## config.mk

```make
export PLATFORM = sky130hd
export DESIGN_NAME = kalman_update_sequencer
export DESIGN_NICKNAME = d
export VERILOG_FILES = /design/src/rtl/kalman_update_sequencer.sv
export SDC_FILE = /design/constraint.sdc
export NUM_CORES = 1
export LEC_CHECK = 0
export BUFFER_PORTS_ARGS = -buffer_cell sky130_fd_sc_hd__buf_2
export CAP_MARGIN = 20
export CORE_MARGIN = 3
export CORE_UTILIZATION = 53
export DETAILED_ROUTE_END_ITERATION = 8
export PLACE_DENSITY_LB_ADDON = 0.12
export SETUP_SLACK_MARGIN = 0.05
export SYNTH_ARGS = -nofsm -noshare
export SYNTH_HDL_FRONTEND = slang
export SYNTH_SLANG_ARGS = --single-unit
```

## constraint.sdc

```tcl
create_clock -name clk -period 4.6 [get_ports clk]
set_input_delay 1.15 -clock clk [delete_from_list [all_inputs] [get_ports clk]]
set_output_delay 1.15 -clock clk [all_outputs]
set_load 0.02 [all_outputs]
```

## src/rtl/kalman_update_sequencer.sv

```systemverilog
// Sequencer for the scalar Kalman-filter datapath: period tick, divider handshake with
// timeout, and one-hot stage strobes (capture, gain, update, predict, variance, commit).
//
// state    | meaning
// ---------+-------------------------------------------------------------
// IDLE     | waiting for a pending tick, a valid sample and enable
// CAPTURE  | latch y and u, consume the pending tick
// DIV_REQ  | present operands to the divider until it accepts them
// DIV_WAIT | wait for the gain quotient (or error / timeout)
// GAIN     | latch K from the divider result
// UPDATE   | x_curr = (1-K)x_next + Ky
// PREDICT  | phase 0: x_next = phi*x_curr + u, phase 1: variance update
// COMMIT   | publish x_next, copy e_next to e_pre
module kalman_update_sequencer #(
    parameter int UPDATE_PERIOD = 1024,
    parameter int COUNT_WIDTH   = 32,
    parameter int DIV_TIMEOUT   = 64
) (
    input  logic        clk,
    input  logic        rst,
    input  logic        enable,
    input  logic        sample_valid,
    output logic        div_in_tvalid,
    input  logic        div_in_tready,
    input  logic        div_out_tvalid,
    input  logic        div_out_err,
    output logic        step_capture,
    output logic        step_gain_load,
    output logic        step_state_update,
    output logic        step_predict,
    output logic        step_var_update,
    output logic        step_commit,
    output logic        busy,
    output logic [15:0] overrun_count,
    output logic [15:0] fault_count,
    output logic [2:0]  state_dbg
);

    localparam int TW = $clog2(DIV_TIMEOUT) + 1;

    typedef enum logic [2:0] {
        S_IDLE     = 3'd0,
        S_CAPTURE  = 3'd1,
        S_DIV_REQ  = 3'd2,
        S_DIV_WAIT = 3'd3,
        S_GAIN     = 3'd4,
        S_UPDATE   = 3'd5,
        S_PREDICT  = 3'd6,
        S_COMMIT   = 3'd7
    } state_t;

    state_t                 state;
    logic                   phase;
    logic                   pending;
    logic [COUNT_WIDTH-1:0] period_cnt;
    logic [TW-1:0]          div_timer;
    logic                   tick;
    logic                   timer_expired;

    assign tick          = enable && (period_cnt == COUNT_WIDTH'(UPDATE_PERIOD - 1));
    assign timer_expired = (div_timer == TW'(DIV_TIMEOUT - 1));
    assign state_dbg     = state;

    function automatic logic [15:0] sat_inc(input logic [15:0] v);
        return (v == 16'hFFFF) ? v : v + 16'd1;
    endfunction

    always_ff @(posedge clk) begin
        if (rst) begin
            period_cnt <= '0;
        end else if (!enable) begin
            period_cnt <= '0;
        end else if (tick) begin
            period_cnt <= '0;
        end else begin
            period_cnt <= period_cnt + 1'b1;
        end
    end

    // A tick landing in CAPTURE re-arms pending; the one being consumed is not lost.
    always_ff @(posedge clk) begin
        if (rst) begin
            pending       <= 1'b0;
            overrun_count <= '0;
        end else if (tick) begin
            if (pending && state != S_CAPTURE) begin
                overrun_count <= sat_inc(overrun_count);
            end
            pending <= 1'b1;
        end else if (state == S_CAPTURE) begin
            pending <= 1'b0;
        end
    end

    always_ff @(posedge clk) begin
        if (rst) begin
            state             <= S_IDLE;
            phase             <= 1'b0;
            div_timer         <= '0;
            fault_count       <= '0;
            div_in_tvalid     <= 1'b0;
            busy              <= 1'b0;
            step_capture      <= 1'b0;
            step_gain_load    <= 1'b0;
            step_state_update <= 1'b0;
            step_predict      <= 1'b0;
            step_var_update   <= 1'b0;
            step_commit       <= 1'b0;
        end else begin
            step_capture      <= 1'b0;
            step_gain_load    <= 1'b0;
            step_state_update <= 1'b0;
            step_predict      <= 1'b0;
            step_var_update   <= 1'b0;
            step_commit       <= 1'b0;
            case (state)
                S_IDLE: begin
                    if (pending && sample_valid && enable) begin
                        state        <= S_CAPTURE;
                        step_capture <= 1'b1;
                        busy         <= 1'b1;
                    end
                end
                S_CAPTURE: begin
                    state         <= S_DIV_REQ;
                    div_in_tvalid <= 1'b1;
                    div_timer     <= '0;
                end
                S_DIV_REQ: begin
                    if (timer_expired) begin
                        state         <= S_IDLE;
                        div_in_tvalid <= 1'b0;
                        busy          <= 1'b0;
                        fault_count   <= sat_inc(fault_count);
                    end else begin
                        div_timer <= div_timer + 1'b1;
                        if (div_in_tready) begin
                            state         <= S_DIV_WAIT;
                            div_in_tvalid <= 1'b0;
                        end
                    end
                end
                S_DIV_WAIT: begin
                    // Timeout wins over a result arriving in the same cycle.
                    if (timer_expired || (div_out_tvalid && div_out_err)) begin
                        state       <= S_IDLE;
                        busy        <= 1'b0;
                        fault_count <= sat_inc(fault_count);
                    end else if (div_out_tvalid) begin
                        state          <= S_GAIN;
                        step_gain_load <= 1'b1;
                    end else begin
                        div_timer <= div_timer + 1'b1;
                    end
                end
                S_GAIN: begin
                    state             <= S_UPDATE;
                    step_state_update <= 1'b1;
                end
                S_UPDATE: begin
                    state        <= S_PREDICT;
                    phase        <= 1'b0;
                    step_predict <= 1'b1;
                end
                S_PREDICT: begin
                    if (!phase) begin
                        phase           <= 1'b1;
                        step_var_update <= 1'b1;
                    end else begin
                        phase       <= 1'b0;
                        state       <= S_COMMIT;
                        step_commit <= 1'b1;
                    end
                end
                S_COMMIT: begin
                    state <= S_IDLE;
                    busy  <= 1'b0;
                end
                default: begin
                    state         <= S_IDLE;
                    busy          <= 1'b0;
                    div_in_tvalid <= 1'b0;
                end
            endcase
        end
    end

endmodule

```

==> out/qor.yml, run 1 <==
outcome: "finished, final reports clean"
yosys_warnings: 0
ys_ff_latch: 84
cap_violations: 0
cts_hold_buf: 0
grt_first_pass_wirelength_um: 15300
dpl.hpwl_um: 6210
ir_drop_mv: 0.181
avgSynthCellArea_um2: 8.58
dr.pass1.iters: 4
ff2ff_setup_slack_ps: 2150
synth_flop_cell: "dfxtp_1"
max_clock_freq_ghz: 0.380
drive_gt1_frac: 0.178
synth_cells: 477
post-cts-setup-buffer-count: 0
totalNegativeSetupSlack_ps: 0
place_congestion: 0.778
chipWidth_um: 93.9
post_synth_num_cell_types: 64
rsz0062_at_grt: "no"
cts_bufs_inserted: 9
required_ps: 4840
postPlaceCellArea_mm2: 0.00438
report.final.slew_viol_count: 0
die_y_extent_um: 93.9
cell_area_after_layout_mm2: 0.00461
design_power_total_uw: 1360
vias_per_cell: 5.90
holdPathStages: 2
worstRegToRegCells: 5
synth_nets: 488
overflow: 0
min_period_ps: 2630
critical_path_arrival_ps: 2870
synth-async-reset-ratio: 0
numClockSinks: 84
critical_path_start_end_classification: "primary input to register"
clock_path_buffers: 2
slew_headroom: 0.397
post_synth_instance_area_mm2: 0.00409
antenna_found_initial: 0
via_count_of_the_first_global_routing_pass: 3280
port_buffers: 49
die_area_mm2: 0.00881
cts.clk_slew.worst_paths_ps: 70
vias_after_detailed_routing: 3661
largest_net_degree_at_the_start_of_global_routing: 53
timing.critical_path.to_type: "register"
cts_tree: "done"
syn2layout_area_growth_pct: 12.7
power_density_mw_per_mm2: 295
synth-edff-count: 0
antenna_left: 0
hold_class: "register to register"
cts_root_buf: "clkbuf_8"
grt.total_usage: 0.213
finClkSkew_ps: 12.1
critical_path.max_fanout: 19
leading_cell_type_in_the_layout_fill_and_taps_excluded: "dfxtp_1"
nNetsFinal: 528
cts-htree-levels: 3
tightest_slew_ps: 903
boundaryPins: 50
antenna_cells: 0
min_period_over_period: 0.573
finalHoldViolations: 0
ctsResizeCount: 0
synth-seq-area-share: 0.411
finalCoreUtilization: 0.626
layout_common_cells: "dfxtp_1 (84), nor2_1 (54), buf_2 (49)"
clkLatencyLatePin_ps: 360
detailedRoute.firstIterationViolations: 127
p_leak_uw: 0.00160
timing.final.setup_violations: 0
fin_hold_ws_ps: 460
floorplan.core_area_mm2: 0.00737
num_rows: 31
floorplan.initialDensity: 0.555
finalWirelength_um: 8860
worst_setup_path_start_kind: "primary input"
detail_route.wl_per_cell_um: 14.3
drcViolationCount: 0
-- logic make-up after synthesis --
logic type                 share of synthesized area
AOI/OAI and AO/OA                              0.144
xor gates and xnor gates                      0.0599
adders and majority gates                     0.0122
buffers and inverters                         0.0349
DFF                                            0.411
muxes                                         0.0242
and+or+nand+nor                                0.314
-- layout make-up --
class	instances	area, um2
fillers	668	2760
multi-input cells	360	2270
flip-flops and latches	84	1680
repair buffers	51	260
clock buffers	13	169
well taps	99	124
clock inverters	3	67.6
inverters	11	41.3
-- stage by stage --
stage,setup WS [ps],cells
6_report,1970,621
5_1_grt,1780,621
4_1_cts,1960,621
3_5_place_dp,1590,605
3_3_place_gp,1650,605
2_1_floorplan,2030,477
-- worst max-delay path, cell delays in order --
cell and delay (ps):
buf_2 130, nor3b_1 180, and4_1 260, nand3_2 240, nand3b_1 490, buf_4 330
nor2_1 80
-- registers in the layout, indices dropped and copies added (netlist names) --
signal             cells
state_dbg              3
overrun_count         16
div_in_tvalid          1
step_state_update      1
busy                   1
step_predict           1
step_gain_load         1
div_timer              7
phase                  1
step_capture           1
period_cnt            32
fault_count           16
step_var_update        1
step_commit            1
pending                1
-- final timing paths --
| path | end | from |
|---|---|---|
| max | period_cnt[3] | enable |
| min | div_timer[6] | div_timer[6] |
| max reg2reg | overrun_count[13] | state_dbg[0] |
| min reg2reg | div_timer[6] | div_timer[6] |
-- synth_stat cells (3+ instances only) --
library cell | count | area share
nor2_1 | 54 | 0.050
ha_1 | 4 | 0.012
o21ai_0 | 18 | 0.022
mux2_2 | 5 | 0.014
a211oi_1 | 4 | 0.0073
xnor2_1 | 13 | 0.028
nand2_1 | 30 | 0.028
o31ai_1 | 15 | 0.028
nor4_1 | 7 | 0.011
nor3_1 | 8 | 0.0098
buf_2 | 3 | 0.0037
or4_1 | 17 | 0.031
or2_2 | 3 | 0.0046
a21oi_1 | 38 | 0.046
buf_1 | 3 | 0.0028
and4_1 | 4 | 0.0086
inv_1 | 11 | 0.010
nor2b_1 | 8 | 0.012
nand3b_1 | 3 | 0.0055
nand3_1 | 30 | 0.037
and3_1 | 6 | 0.0092
nand4_1 | 16 | 0.024
dfxtp_1 | 84 | 0.41
nand2b_1 | 4 | 0.0061
xor2_1 | 15 | 0.032
clkbuf_1 | 14 | 0.013
or3_1 | 15 | 0.023
-- layer usage --
layer	GRT usage	vias up	part of all wire
met4	0.0830	0	0.017
met1	0.285	1737	0.48
met5	0	-	0
li1	-	1838	-
met2	0.342	74	0.47
met3	0.0361	12	0.040
-- power breakdown --
part,internal (uW),leakage [uW],total [uW],switching (uW)
Combinational,7.54,0.000807,25.4,17.9
Clock,351,0.000116,605,255
Sequential,728,0.000677,730,1.76
Total,1090,0.00160,1360,274
Note: power is estimated with default switching activity, not from simulation.
==> run 2: changes to the inputs <==
- CORE_UTILIZATION: 53 -> 52
- clock period: 4.6 -> 2.4 ns (I/O delays scaled with it)
==> out/qor.yml, run 2 (synthesized netlist as in run 1, its figures left out) <==
drive_gt1_frac: 0.209
via_count_of_the_first_global_routing_pass: 3346
reg_top3: "period_cnt x32, fault_count x16, overrun_count x16"
dr.pass1.iters: 4
slew_headroom: 0.619
port_buffers: 49
cts_bufs_inserted: 9
die_area_mm2: 0.00897
cts.clk_slew.worst_paths_ps: 80
vias_per_cell: 5.82
finalHoldViolations: 0
worstSetupPathDepth: 6
ff2ff_setup_slack_ps: 220
setup.worst_path.start: "period_cnt[0]"
cts_hold_buf: 0
leading_cell_type_in_the_layout_fill_and_taps_excluded: "dfxtp_1"
gr-usage-met2: 0.331
clkLatencyLatePin_ps: 360
drcViolationCount: 0
num_rows: 31
layout_common_cells: "dfxtp_1 (84), nor2_1 (54), buf_2 (49)"
timing.critical_path.to_type: "register"
top_register: "period_cnt"
finalWirelength_um: 9050
dpl.hpwl_um: 6360
min_period_ps: 2180
total_area_of_sequential_cells_mm2: 0.00168
detail_route.wl_per_cell_um: 14.2
slowest_delay_ps: 380
timing.final.setup_violations: 0
detailedRoute.firstIterationViolations: 139
overflow: 0
worst-path-buf-inv: 0
multiInputGateArea_mm2: 0.00228
power_density_mw_per_mm2: 498
grt.total_usage: 0.205
rsz0062_at_grt: "no"
grtUsageMet3: 0.0287
timing.critical_path.slowest_stage_cell: "mux2_2"
required_ps: 2640
critical_path.max_fanout: 13
vias_after_detailed_routing: 3722
min_period_over_period: 0.909
critical_path.reg2reg.endpoint: "overrun_count[3]"
antenna_left: 0
chipWidth_um: 94.7
finClkSkew_ps: 16.2
worst_setup_path_start_kind: "register"
grt_util_met1: 0.275
antenna_cells: 0
cts_tree: "done"
numClockSinks: 84
critical_path_arrival_ps: 2420
cts_root_buf: "clkbuf_8"
tightest_slew_ps: 566
boundaryPins: 50
place_congestion: 0.857
worstRegToRegCells: 6
antenna_found_initial: 0
rr_startpoint: "period_cnt[0]"
worst_setup_path_endpoint: "overrun_count[3]"
floorplan.core_area_mm2: 0.00745
critical_path_start_end_classification: "register to register"
design_power_total_uw: 2350
hold_class: "register to register"
n_fill_cell: 692
report.final.slew_viol_count: 0
outcome: "finished, final reports clean"
die_y_extent_um: 94.7
p_leak_uw: 0.00167
largest_net_degree_at_the_start_of_global_routing: 40
syn2layout_area_growth_pct: 15.2
nNetsFinal: 546
cap_violations: 0
largest_register_ff_count: 32
max_clock_freq_ghz: 0.459
totalNegativeSetupSlack_ps: 0
cp_cell_sequence: "ha_1 -> nand2_1 -> nor3_4 -> nand3_2 -> nor4_1 -> mux2_2"
floorplan.initialDensity: 0.550
cts-htree-levels: 3
clock_path_buffers: 2
cp_top_family: "simple AND/OR/NAND/NOR gates"
top_usage_layer: "met2"
ir_drop_mv: 0.259
grt_first_pass_wirelength_um: 15100
-- run 2: final cells by class --
type | count | area share
clock buffers | 11 | 0.0300
flip-flops and latches | 84 | 0.357
inverters | 11 | 0.00876
repair buffers | 69 | 0.0892
well taps | 99 | 0.0263
clock inverters | 5 | 0.00584
multi-input cells | 360 | 0.483
-- run 2: worst register-to-register path, stage by stage (launching register included) --
cell and delay (ps):
dfxtp_1 360, ha_1 210, nand2_1 160, nor3_4 310
nand3_2 300, nor4_1 370, mux2_2 380
-- run 2: layer usage --
metal | vias to the layer above | part of all wire
li1 | 1873 | -
met1 | 1766 | 0.49
met2 | 75 | 0.47
met3 | 8 | 0.036
met4 | 0 | 0.010
met5 | - | 0
-- run 2: per-stage QoR --
step           hold slack [ps]  cell area (um2)   util  setup WS (ps)  cells
3_5_place_dp               445             4530  0.608           72.5    622
6_report                   455             4710  0.633            219    639
2_1_floorplan              418             4090      -            201    477
5_1_grt                    464             4710  0.633           98.4    639
3_3_place_gp               429             4530  0.608            177    622
4_1_cts                    454             4700  0.631            171    638
-- run 2: worst min-delay path by stage --
stage,startpoint,to,slack [ps],cells past startpoint
CTS,div_out_err,step_gain_load,450,2
floorplan,period_cnt[0],period_cnt[0],420,1
detailed placement,period_cnt[0],period_cnt[0],440,1
global route,div_out_err,step_gain_load,460,2
finish,period_cnt[0],period_cnt[0],460,1
global placement,period_cnt[0],period_cnt[0],430,1
-- run 2: timing repair --
item / in CTS / in global routing
resized for setup: 0 / 2
buffers inserted: 0 / 1
hold endpoints to repair: 0 / 0
endpoints found under the setup margin: 0 / 8
-- run 2: power breakdown --
part           total, uW  switching (uW)  internal (uW)
combinational       54.0            35.2           18.8
clock                896             498            398
sequential          1400            2.86           1400
total               2350             536           1810
